--- config.mk ---
export PLATFORM = sky130hd
export DESIGN_NAME = mac_requant_drain_flat
export DESIGN_NICKNAME = d
export VERILOG_FILES = /design/src/rtl/mac_requant_drain_if.sv /design/src/rtl/mac_requant_drain.sv /design/src/flat_wrapper.sv
export SDC_FILE = /design/constraint.sdc
export NUM_CORES = 1
export LEC_CHECK = 0
export ABC_CLOCK_PERIOD_IN_PS = 6900
export CAP_MARGIN = 5
export CORE_MARGIN = 2
export CORE_UTILIZATION = 40
export DETAILED_ROUTE_END_ITERATION = 10
export PLACE_DENSITY = 0.56
export SYNTH_ARGS = -nofsm -noshare
export SYNTH_HDL_FRONTEND = slang
export SYNTH_SLANG_ARGS = --single-unit
--- constraint.sdc ---
create_clock -name clk -period 6.9 [get_ports clk]
set_clock_uncertainty 0.2 [all_clocks]
set_input_delay 1.035 -clock clk [delete_from_list [all_inputs] [get_ports clk]]
set_output_delay 1.035 -clock clk [all_outputs]
set_load 0.05 [all_outputs]
--- src/rtl/mac_requant_drain_if.sv ---
// Stream bundle between the MAC accumulator output, the requantiser and its consumer.
// The master drives the samples and out_ready; the slave returns the requantised results.
interface mac_requant_drain_if #(
  parameter int ACCUM_WIDTH = 24,
  parameter int OUT_WIDTH   = 8,
  parameter int SHIFT_WIDTH = 5
);
  logic [ACCUM_WIDTH-1:0] accum_in;
  logic                   valid_in;
  logic [ACCUM_WIDTH-1:0] bias_in;
  logic [SHIFT_WIDTH-1:0] shift_amt;
  logic                   relu_en;
  logic [OUT_WIDTH-1:0]   out_data;
  logic                   out_valid;
  logic                   out_ready;

  modport master (
    output accum_in, valid_in, bias_in, shift_amt, relu_en, out_ready,
    input  out_data, out_valid
  );

  modport slave (
    input  accum_in, valid_in, bias_in, shift_amt, relu_en, out_ready,
    output out_data, out_valid
  );
endinterface

--- src/rtl/mac_requant_drain.sv ---
// Requantises the MAC accumulator stream (bias, rounding shift, saturate, ReLU) and buffers
// the results in a small FIFO so a back-pressuring consumer can drain the non-stallable stream.
module mac_requant_drain #(
  parameter int ACCUM_WIDTH = 24,
  parameter int OUT_WIDTH   = 8,
  parameter int SHIFT_WIDTH = 5,
  parameter int FIFO_DEPTH  = 4
) (
  input  logic                          clk,
  input  logic                          rst,
  mac_requant_drain_if.slave            bus,
  input  logic                          flush,
  input  logic                          err_clear,
  output logic [$clog2(FIFO_DEPTH):0]   fifo_level,
  output logic                          overflow_err
);
  localparam int PW = $clog2(FIFO_DEPTH);
  localparam int SW = ACCUM_WIDTH + 1;
  localparam int RW = ACCUM_WIDTH + 2;
  localparam logic [SHIFT_WIDTH-1:0] MAX_SHIFT = SHIFT_WIDTH'(ACCUM_WIDTH - 1);
  localparam logic signed [RW-1:0]   SAT_MAX   = RW'((1 << (OUT_WIDTH - 1)) - 1);
  localparam logic signed [RW-1:0]   SAT_MIN   = ~SAT_MAX;

  logic                    s1_valid;
  logic signed [SW-1:0]    s1_sum;
  logic [SHIFT_WIDTH-1:0]  s1_shift;
  logic                    s1_relu;
  logic signed [SW-1:0]    sum_c;

  logic                    s2_valid;
  logic [OUT_WIDTH-1:0]    s2_data;
  logic signed [RW-1:0]    sum_ext;
  logic signed [RW-1:0]    rnd;
  logic signed [RW-1:0]    shifted;
  logic signed [RW-1:0]    sat;
  logic [OUT_WIDTH-1:0]    res_c;

  logic [OUT_WIDTH-1:0]    mem [FIFO_DEPTH];
  logic [PW-1:0]           wr_ptr;
  logic [PW-1:0]           rd_ptr;
  logic [PW:0]             level;
  logic [PW:0]             level_nxt;
  logic                    out_valid_q;
  logic                    full;
  logic                    pop;
  logic                    do_push;
  logic                    drop;

  // Sum is one bit wider than the operands so bias addition can never wrap.
  assign sum_c = $signed({bus.accum_in[ACCUM_WIDTH-1], bus.accum_in})
               + $signed({bus.bias_in[ACCUM_WIDTH-1], bus.bias_in});

  always_ff @(posedge clk or posedge rst) begin
    if (rst) begin
      s1_valid <= 1'b0;
      s1_sum   <= '0;
      s1_shift <= '0;
      s1_relu  <= 1'b0;
    end else begin
      s1_valid <= bus.valid_in & ~flush;
      if (bus.valid_in) begin
        s1_sum   <= sum_c;
        s1_shift <= (bus.shift_amt > MAX_SHIFT) ? MAX_SHIFT : bus.shift_amt;
        s1_relu  <= bus.relu_en;
      end
    end
  end

  // Rounding constant is 2^(n-1), which collapses to zero for n = 0.
  always_comb begin
    sum_ext = {s1_sum[SW-1], s1_sum};
    rnd     = (RW'(1) << s1_shift) >> 1;
    shifted = (sum_ext + rnd) >>> s1_shift;
    if (shifted > SAT_MAX)      sat = SAT_MAX;
    else if (shifted < SAT_MIN) sat = SAT_MIN;
    else                        sat = shifted;
    if (s1_relu && sat[RW-1])   sat = '0;
    res_c = sat[OUT_WIDTH-1:0];
  end

  always_ff @(posedge clk or posedge rst) begin
    if (rst) begin
      s2_valid <= 1'b0;
      s2_data  <= '0;
    end else begin
      s2_valid <= s1_valid & ~flush;
      if (s1_valid) s2_data <= res_c;
    end
  end

  // A pop frees the full slot in the same cycle, so push-while-full with pop is not a drop.
  assign full    = (level == (PW+1)'(FIFO_DEPTH));
  assign pop     = out_valid_q & bus.out_ready;
  assign do_push = s2_valid & (~full | pop);
  assign drop    = s2_valid & full & ~pop & ~flush;

  always_comb begin
    level_nxt = level;
    if (do_push && !pop)      level_nxt = level + 1'b1;
    else if (pop && !do_push) level_nxt = level - 1'b1;
  end

  always_ff @(posedge clk or posedge rst) begin
    if (rst) begin
      wr_ptr      <= '0;
      rd_ptr      <= '0;
      level       <= '0;
      out_valid_q <= 1'b0;
      for (int i = 0; i < FIFO_DEPTH; i++) mem[i] <= '0;
    end else if (flush) begin
      wr_ptr      <= '0;
      rd_ptr      <= '0;
      level       <= '0;
      out_valid_q <= 1'b0;
    end else begin
      if (do_push) begin
        mem[wr_ptr] <= s2_data;
        wr_ptr      <= wr_ptr + 1'b1;
      end
      if (pop) rd_ptr <= rd_ptr + 1'b1;
      level       <= level_nxt;
      out_valid_q <= (level_nxt != '0);
    end
  end

  always_ff @(posedge clk or posedge rst) begin
    if (rst)            overflow_err <= 1'b0;
    else if (drop)      overflow_err <= 1'b1;
    else if (err_clear) overflow_err <= 1'b0;
  end

  assign bus.out_data  = mem[rd_ptr];
  assign bus.out_valid = out_valid_q;
  assign fifo_level    = level;
endmodule

--- src/flat_wrapper.sv ---
// flat-port wrapper written by rule: the top's interface ports become plain ports
module mac_requant_drain_flat 
#(
  parameter int ACCUM_WIDTH = 24,
  parameter int OUT_WIDTH   = 8,
  parameter int SHIFT_WIDTH = 5,
  parameter int FIFO_DEPTH  = 4
)
  (clk, rst, flush, err_clear, fifo_level, overflow_err, bus_accum_in, bus_valid_in, bus_bias_in, bus_shift_amt, bus_relu_en, bus_out_ready, bus_out_data, bus_out_valid);
  mac_requant_drain_if #(.ACCUM_WIDTH(ACCUM_WIDTH), .OUT_WIDTH(OUT_WIDTH), .SHIFT_WIDTH(SHIFT_WIDTH)) bus_i ();
  input  logic clk;
  input  logic rst;
  input  logic flush;
  input  logic err_clear;
  output logic [$clog2(FIFO_DEPTH):0] fifo_level;
  output logic overflow_err;
  input wire logic [$bits(bus_i.accum_in)-1:0] bus_accum_in;
  input wire logic [$bits(bus_i.valid_in)-1:0] bus_valid_in;
  input wire logic [$bits(bus_i.bias_in)-1:0] bus_bias_in;
  input wire logic [$bits(bus_i.shift_amt)-1:0] bus_shift_amt;
  input wire logic [$bits(bus_i.relu_en)-1:0] bus_relu_en;
  input wire logic [$bits(bus_i.out_ready)-1:0] bus_out_ready;
  output wire logic [$bits(bus_i.out_data)-1:0] bus_out_data;
  output wire logic [$bits(bus_i.out_valid)-1:0] bus_out_valid;
  assign bus_i.accum_in = bus_accum_in;
  assign bus_i.valid_in = bus_valid_in;
  assign bus_i.bias_in = bus_bias_in;
  assign bus_i.shift_amt = bus_shift_amt;
  assign bus_i.relu_en = bus_relu_en;
  assign bus_i.out_ready = bus_out_ready;
  assign bus_out_data = bus_i.out_data;
  assign bus_out_valid = bus_i.out_valid;
  mac_requant_drain #(.ACCUM_WIDTH(ACCUM_WIDTH), .OUT_WIDTH(OUT_WIDTH), .SHIFT_WIDTH(SHIFT_WIDTH), .FIFO_DEPTH(FIFO_DEPTH)) u_core (.clk(clk), .rst(rst), .bus(bus_i), .flush(flush), .err_clear(err_clear), .fifo_level(fifo_level), .overflow_err(overflow_err));
endmodule
### After elaboration in Yosys (flattened, before gate mapping)

Cells that the tools add are included.
W data, S select, Z words.

* flip-flop bits (word level): 82
* output and inout port bits: 13
* word-level logic and storage cells: 74

* magnitude comparators: 6
* reduce and logical (&&, ||, !) cells: 11
* muxes and demuxes: 20
* bitwise logic cells: 13
* add/sub/neg operators: 6
* shift operators: 2
* equality and inequality tests: 1

Operator list (count)
* $mux W26: 2
* $bwmux W32: 1
* $mux W8: 4
* $add A25 B26 Y26: 1
* $gt A26 B8 Y1 const B: 1
* $lt A26 B8 Y1 const B: 1
* $shl A1 B5 Y26 const A: 1
* $sshr A26 B5 Y26: 1
* $add A24 B24 Y25: 1
* $bmux W8 S2: 1
* $demux W8 S2: 1
* $mux W3: 3
* $mux W2: 4
* $and A1 B1 Y1: 7
* $ge A3 B3 Y1 const B: 2
* $not A2 Y3: 2
* $reduce_bool A2 Y1: 3
* $gt A5 B5 Y1 const B: 1
* $mux W5: 1
* $add A2 B1 Y2 const B: 2
* $logic_and A1 B1 Y1: 4
* $add A3 B1 Y3 const B: 1
* $eq A3 B3 Y1 const B: 1
* $lt A3 B1 Y1 const B: 1
* 7 further kinds: 12

### Longest topological paths before layout

Gate-level depths: netlist of the first run.

* word-level depth: 10
* depth in mapped cells: 22

### Worst setup path after synthesis of the first run

Ideal clock, no wire load.

* kind: register -> register
* start: reg u_core.s1_shift[2]
* end: reg u_core.s2_data[1]
* slack: 1.681 ns
* required time: 6.563 ns
* cell stages (with the launch flop): 20
* data arrival time: 4.882 ns
* cell sequence: dfrtp_1 clkbuf_1 clkbuf_1 buf_1 buf_1 nor3_1 ha_1 fa_1 a211oi_1 o21a_1 or4b_4 nand4b_2 a21o_1 and2_4 mux4_2 mux4_2 a21oi_2 nand3_2 nor4_4 o22ai_1

* longest elaborated chain between the ends: 8
* elaborated cells on any way between the ends: 9
* classes of those cells: add/sub: 1; order compare: 2; shift: 2; mux: 3; reduce/logical: 1

RTL lines
* start, declared: line mac_requant_drain.sv:26 `logic [SHIFT_WIDTH-1:0] s1_shift;`
* start signal, assigned: line mac_requant_drain.sv:63 `s1_shift <= (bus.shift_amt > MAX_SHIFT) ? MAX_SHIFT : bus.shift_amt;`
* $shl A1 B5 Y26: line mac_requant_drain.sv:72 `rnd = (RW'(1) << s1_shift) >> 1;`
* $add A25 B26 Y26: line mac_requant_drain.sv:73 `shifted = (sum_ext + rnd) >>> s1_shift;`
* $sshr A26 B5 Y26 (*): line mac_requant_drain.sv:73
* $lt A26 B8 Y1: line mac_requant_drain.sv:75 `else if (shifted < SAT_MIN) sat = SAT_MIN;`
* $mux W26: line mac_requant_drain.sv:75
* $mux W26 (*): line mac_requant_drain.sv:74 `if (shifted > SAT_MAX) sat = SAT_MAX;`
* $logic_and A1 B1 Y1: line mac_requant_drain.sv:77 `if (s1_relu && sat[RW-1]) sat = '0;`
* $mux W8 (*): line mac_requant_drain.sv:77
* end signal, assigned: line mac_requant_drain.sv:87 `if (s1_valid) s2_data <= res_c;`
* end, declared: line mac_requant_drain.sv:31 `logic [OUT_WIDTH-1:0] s2_data;`

Mark *: on every way between the ends. The rest lies on a longest branch, timed or not.
A chain may end at the register's enable or synchronous reset.

### Worst setup path after layout of the first run

* start: reg u_core.s1_shift[0]
* end: reg u_core.s2_data[1]

The elaborated chain is that of the path after synthesis.

==> impl_metrics.csv, run 1 <==
group,metric,value,unit
critical_path,setup.worst_path.start,"u_core.s1_shift[0]",
yosys,ys_seq_area_share,27.00,%
critical_path,r2r_start,"u_core.s1_shift[0]",
sta,fin_crit_sh,82.46,%
yosys,synth_fp_nets,1010,
power,powerDensity,256.4,nW/um^2
clock_tree,cts_resized,0,
placed_design,dp_hpwl,16420,um
yosys,synth-simple-area-share,18.23,%
yosys,synth_common_cells,"96 x nand2_1, 87 x nor2_1, 82 x dfrtp_1, 64 x a21oi_1, 56 x ha_1",
yosys,syn_area_per_cell,8.520,sq um
yosys,synthAdderAreaFrac,9.746,%
yosys,ys_ff_latch,82,
die,dieArea,20120,sq um
yosys,yosys-top-cells-area,"dfrtp_1 27%, ha_1 9.2%, mux2_2 7.7%, nand2_1 4.7%, nor2_1 4.3%",
clock_tree,cts_root_buffer,"clkbuf_16",
sta,tns,0,ns
yosys,ys_warn_count,0,
placed_design,placed_area,8597,sq um
cells_and_area,final_cells,1192,
sta,max_freq,175.8,MHz
global_route,grtUsageMet3,3.274,%
min_path,hold_start,"u_core.mem[23]",
drt,wl,20930,um
die,initial_core_util,40.63,%
yosys,synth_area_leader_cell,"dfrtp_1",
clock_tree,post_cts_buffers,0,
clock_tree,cts_made_buffers,9,
drt,vias_per_cell,5.906,
clock_tree,clk_latency,0.36,ns
clock_tree,cts_tree,"yes",
yosys,synth_top_cell_area_share,27.00,%
cells_and_area,nets,1071,
cells_and_area,diodes,0,
yosys,async_flop_share,100.0,%
drt,drt-pass1-iter-count,5,
sta,rsz0062_at_grt,"false",
clock_tree,clock_path_buffers,2,
yosys,synth_xor_area_share,5.186,%
cells_and_area,drive_gt1_share,12.73,%
die,fp.dieH,141.8,um
drt,ant_nets,0,
min_path,min_path_type,"reg -> reg",
clock_tree,cts.sinks,82,
global_route,antenna_found_initial,0,
outcome,status,"finished clean",
die,num_rows,50,
yosys,synthMuxAreaShare,14.01,%
sta,slew_violations,0,
global_route,grt-busiest-layer,"met2",
yosys,synth_cells,892,
sta,slew_headroom,39.99,%
global_route,grt_pass1_vias,6936,
die,die_x,141.8,um
cells_and_area,fin_area,8875,sq um
clock_tree,path_clk_slew,0.06,ns
power,leakage,3.712,nW
global_route,grt_use_met1,27.59,%
die,pin_count,73,
sta,holdWs,0.2886,ns
global_route,grt_first_pass_wirelength,34890,um
critical_path,critPathMaxFanout,11,
placed_design,port_buffers,72,
placed_design,globalplace.congestion,0.9829,
cells_and_area,areaGrowthSynthToFinish,16.78,%
sta,min_period,5.690,ns
critical_path,cp_slowest_stage_delay,0.72,ns
drt,drt_iter0_drc,468,
critical_path,critical_path_class,"reg -> reg",
yosys,synth_compound_area_share,22.09,%
placed_design,place_inst,1176,
global_route,grt_start_max_net_pins,58,
critical_path,cp_data_required_time,6.92,ns
critical_path,critical-path-slowest-cell,"xor2_1",
die,core-area,18710,sq um
sta,setup-violations-final,0,
job,drv_cap,0,
sta,worst_pin_slew,0.8937,ns
yosys,synth_top_family_by_area,"compound AO/OA/AOI/OAI gates",
global_route,grt_usage,21.63,%
drt,post-route-drc-count,0,
yosys,netlist_area,7600,sq um
drt,routed-via-count,7040,
critical_path,critPathLaunchType,"register",
clock_tree,ctsHtreeMaxLevel,3,
critical_path,arrival,5.71,ns
yosys,yosysMostFrequentCell,"nand2_1",
power,ir_worst_vdd,0.0001030,V
sta,hold_viol_final,0,
clock_tree,postCtsHoldBufs,0,
global_route,grt_overflow,0,
drt,wl_per_cell,17.56,um
critical_path,critical_path.cell_chain,"inv_1 > nand2_1 > nor3_1 > ha_1 > a211oi_1 > o211ai_1 > a21boi_0 > o21ai_1 > a21oi_1 > xor2_1 > o211ai_1 > o21ai_1 > a21oi_1 > nor4_1 > a31oi_1 > nor4_4 > o22ai_1",
critical_path,critPathCaptureType,"register",
yosys,ys.flop_type,"dfrtp_1",
yosys,synth_edf_count,0,
yosys,synth_cell_type_count,70,
global_route,gr-usage-met2,36.31,%
[cell usage in the layout (no fill, tap or decap), types with 11 or more instances in the layout]
cell type	synthesis	routed
xnor2_1	29	29
a21o_1	18	18
ha_1	56	56
nand4_1	11	11
inv_1	30	29
nor2_1	87	87
o21ai_0	47	47
mux4_2	14	14
nand2_1	96	96
a21oi_1	64	64
o22ai_1	13	13
mux2_2	52	52
a211oi_1	17	17
mux2i_1	15	15
nor3_1	23	23
o211ai_1	25	25
clkdlybuf4s50_1	0	72
buf_4	0	19
nand3_1	25	25
dfrtp_1	82	82
a31oi_1	11	11
xor2_1	16	16
[per-layer routing]
layer,routed length (um),part of all wire (%),vias up
met5,0,0,-
met2,10030,48,213
met1,9243,44,3324
li1,-,-,3447
met3,908,4.3,56
met4,750,3.6,0
[final timing paths]
check / depth (start not counted) / end / slack [ns]
setup / recovery: 17 / u_core.s2_data[1] / 1.21
max in group asynchronous: 3 / u_core.mem[5] / 4.62
min in group asynchronous: 2 / u_core.s1_sum[4] / 0.79
hold reg to reg: 2 / u_core.mem[23] / 0.29
hold / removal: 2 / u_core.mem[23] / 0.29
setup reg to reg: 17 / u_core.s2_data[1] / 1.21
[cells by family (layout without fill, tap and decap cells)]
group / Yosys count / count (layout)
flops: 82 / 82
compound gates: 256 / 256
buf+inv: 74 / 140
mux: 82 / 82
fa+ha+maj: 58 / 58
xor+xnor: 45 / 45
simple gates: 295 / 295
[stage by stage]
stage	worst slack [ns]	power (W)	utilization (%)
floorplan	1.681	0.001482	-
global placement	1.318	0.001814	45.96
detailed placement	1.274	0.001812	45.96
CTS	1.250	0.002285	47.44
global route	0.7349	0.002428	47.44
finish	1.210	0.002275	47.44
[state kept, by name (all words and copies together), names as in the netlist]
signal	count
u_core.fifo_level	3
u_core.s1_shift	5
u_core.s2_valid	1
u_core.wr_ptr	2
u_core.s2_data	8
u_core.s1_sum	25
u_core.s1_relu	1
u_core.overflow_err	1
u_core.mem	32
u_core.bus.out_valid	1
u_core.s1_valid	1
u_core.rd_ptr	2
[critical path: cells and delay by family, from the launching register on]
| kind | cells | cell delay [ns] |
|---|---|---|
| simple gates | 4 | 1.32 |
| buf+inv | 1 | 0.39 |
| fa+ha+maj | 1 | 0.32 |
| compound gates | 10 | 2.13 |
| flops | 1 | 0.46 |
| xor+xnor | 1 | 0.72 |
[final cells by class]
| cell class | count | area (sq um) |
|---|---|---|
| clock inverter | 6 | 48.80 |
| sequential | 82 | 2052 |
| inverter | 33 | 125.1 |
| timing repair buffer | 91 | 863.3 |
| fill | 1868 | 9831 |
| clock buffer | 10 | 229.0 |
| tap | 234 | 292.8 |
| multi-input combinational | 736 | 5264 |
[report_power, final]
group	internal, W	leakage, nW	switching, W
Combinational	0.000473	2.56	0.000688
Clock	0.000247	0.126	0.000216
Sequential	0.000576	1.03	0.0000765
Power figures use the tool's default switching activity.
==> inputs of run 2 (changes only) <==
Settings changed: ABC_CLOCK_PERIOD_IN_PS 6900 to 5500.
Clock period 6.9 ns to 5.5 ns, I/O delays scaled along.
==> run 2 against run 1 <==
Maximum frequency up 9.8%. Count of clock-buffer cells in the layout down 1. Hold slack worse by 0.0027 ns. Global-route usage up 1.1 points. Sequential power up 26%. Non-clock buffer count up 50. Worst setup slack worse by 0.89 ns. Critical path depth down 1. Utilization up 2.3 points. Via count up 2.0%. Critical endpoint is now u_core.s2_data[5]. Largest power group unchanged.
==> impl_metrics.csv, run 2 (same netlist as run 1, synthesis figures left out) <==
group,metric,value,unit
outcome,status,"finished clean",
power,p_switching,0.001266,W
cells_and_area,areaGrowthSynthToFinish,22.47,%
sta,hold_viol_final,0,
clock_tree,cts.sinks,82,
drt,drt_iter0_drc,444,
cells_and_area,finish.utilization,49.76,%
power,p_int,0.001749,W
power,combPwrFrac,51.3,%
sta,worst_pin_slew,0.6321,ns
critical_path,cp_data_required_time,5.58,ns
placed_design,globalplace.congestion,0.9358,
sta,min_period,5.181,ns
cells_and_area,final_cell_mix,"96 x nand2_1, 87 x nor2_1, 81 x dfrtp_1",
job,drv_cap,0,
min_path,min_path_type,"reg -> reg",
die,num_rows,50,
clock_tree,cts_tree,"yes",
sta,tns,0,ns
placed_design,place_inst,1226,
clock_tree,postCtsHoldBufs,0,
clock_tree,ctsHtreeMaxLevel,3,
power,swShare,41.99,%
sta,slew_headroom,57.86,%
clock_tree,post_cts_buffers,0,
cells_and_area,nets,1121,
power,clkPwrFrac,21.5,%
sta,max_freq,193.0,MHz
drt,routed-via-count,7181,
cells_and_area,top_regs,"u_core.mem x32, u_core.s1_sum x25, u_core.s2_data x8",
global_route,grt_overflow,0,
critical_path,critical-path-slowest-cell,"or4b_1",
power,powerDensity,323.9,nW/um^2
critical_path,arrival,5.26,ns
die,initial_core_util,40.63,%
drt,ant_nets,0,
clock_tree,path_clk_slew,0.07,ns
sta,fin_crit_sh,94.20,%
sta,slew_violations,0,
critical_path,critPathMaxFanout,20,
cells_and_area,largest_register_ffs,32,
global_route,grt_usage,22.69,%
clock_tree,clk_latency,0.36,ns
critical_path,cpLargestDelayFamily,"simple AND/OR/NAND/NOR gates",
critical_path,cp_slowest_stage_delay,0.55,ns
power,leakage,3.985,nW
die,fp.dieH,141.8,um
die,core-area,18710,sq um
drt,wl_per_cell,17.72,um
sta,setup-violations-final,0,
global_route,antenna_found_initial,0,
placed_design,port_buffers,72,
power,ir_worst_vdd,0.0001415,V
critical_path,critPathCaptureType,"register",
drt,post-route-drc-count,0,
sta,holdWs,0.2859,ns
drt,vias_per_cell,5.782,
critical_path,critical_path_class,"reg -> reg",
drt,drt-pass1-iter-count,5,
cells_and_area,final_cells,1242,
die,die_x,141.8,um
critical_path,critPathLaunchType,"register",
clock_tree,clock_path_buffers,2,
cells_and_area,final_common_cell,"nand2_1",
sta,rsz0062_at_grt,"false",
critical_path,critPathBufInv,1,
die,dieArea,20120,sq um
placed_design,dp_hpwl,17440,um
critical_path,critical_path.cell_chain,"buf_4 > nand2_1 > nor3_1 > ha_1 > a21oi_1 > o211ai_1 > a211oi_2 > a21oi_2 > o211ai_1 > and2_1 > nor4_1 > or3_1 > or4b_1 > a32oi_1 > a21oi_2 > o22ai_1",
drt,wl,22000,um
clock_tree,cts_root_buffer,"clkbuf_16",
clock_tree,cts_made_buffers,9,
global_route,grt_start_max_net_pins,49,
global_route,grt_pass1_vias,7108,
power,p_seq_share,27.2,%
die,pin_count,73,
global_route,grt_first_pass_wirelength,36430,um
cells_and_area,top_register,"u_core.mem",
cells_and_area,drive_gt1_share,17.46,%
cells_and_area,diodes,0,
[run 2: worst paths after layout]
| kind | startpoint | end | slack [ns] | depth (start not counted) |
|---|---|---|---|---|
| min in group asynchronous | rst | u_core.s1_sum[2] | 0.64 | 2 |
| max in group asynchronous | rst | u_core.s1_shift[1] | 3.36 | 3 |
| min | u_core.mem[7] | u_core.mem[7] | 0.29 | 2 |
| max | u_core.s1_shift[3] | u_core.s2_data[5] | 0.32 | 16 |
| min reg2reg | u_core.mem[7] | u_core.mem[7] | 0.29 | 2 |
| max reg2reg | u_core.s1_shift[3] | u_core.s2_data[5] | 0.32 | 16 |
[run 2: per-layer routing]
metal / GRT usage [%] / wire length [um]
met5: 0 / 0
met4: 9.895 / 812
met3: 3.544 / 863
met2: 38.27 / 10450
met1: 28.82 / 9878
[run 2: timing repair]
item | CTS | global route
resized for setup | 0 | 3
endpoints found under the setup margin | 0 | 7
hold endpoints to repair | 0 | 0
[run 2: worst min-delay path: cells and delay by family (launching register included)]
family	cells	cell delay [ns]
AO/OA/AOI/OAI	1	0.06
flip-flops	1	0.34
AND/OR/NAND/NOR	1	0.04
[run 2: cell type report]
cell class                 count  area (sq um)
fill                        1809          9398
multi-input combinational    736          5276
sequential                    82          2053
timing repair buffer         141          1251
tap                          234         292.8
clock buffer                   9         225.2
inverter                      33         125.1
clock inverter                 7         83.83
[run 2: metrics by stage]
stage | area, sq um | setup WS, ns | power (W)
6_report | 9308 | 0.3189 | 0.003014
5_1_grt | 9308 | 0.04142 | 0.003212
4_1_cts | 9294 | 0.2543 | 0.003031
3_5_place_dp | 8985 | 0.2789 | 0.002361
3_3_place_gp | 8985 | 0.2923 | 0.002364
2_1_floorplan | 7600 | 0.2808 | 0.001859
[run 2: power groups by stage]
stage                     sequential (W)  clock, W  combinational, W
after floorplan                 0.000819         0           0.00104
after global placement          0.000833         0           0.00153
after detailed placement        0.000833         0           0.00153
after CTS                       0.000823  0.000674           0.00153
after global routing            0.000838  0.000689           0.00169
final                           0.000820  0.000649           0.00155
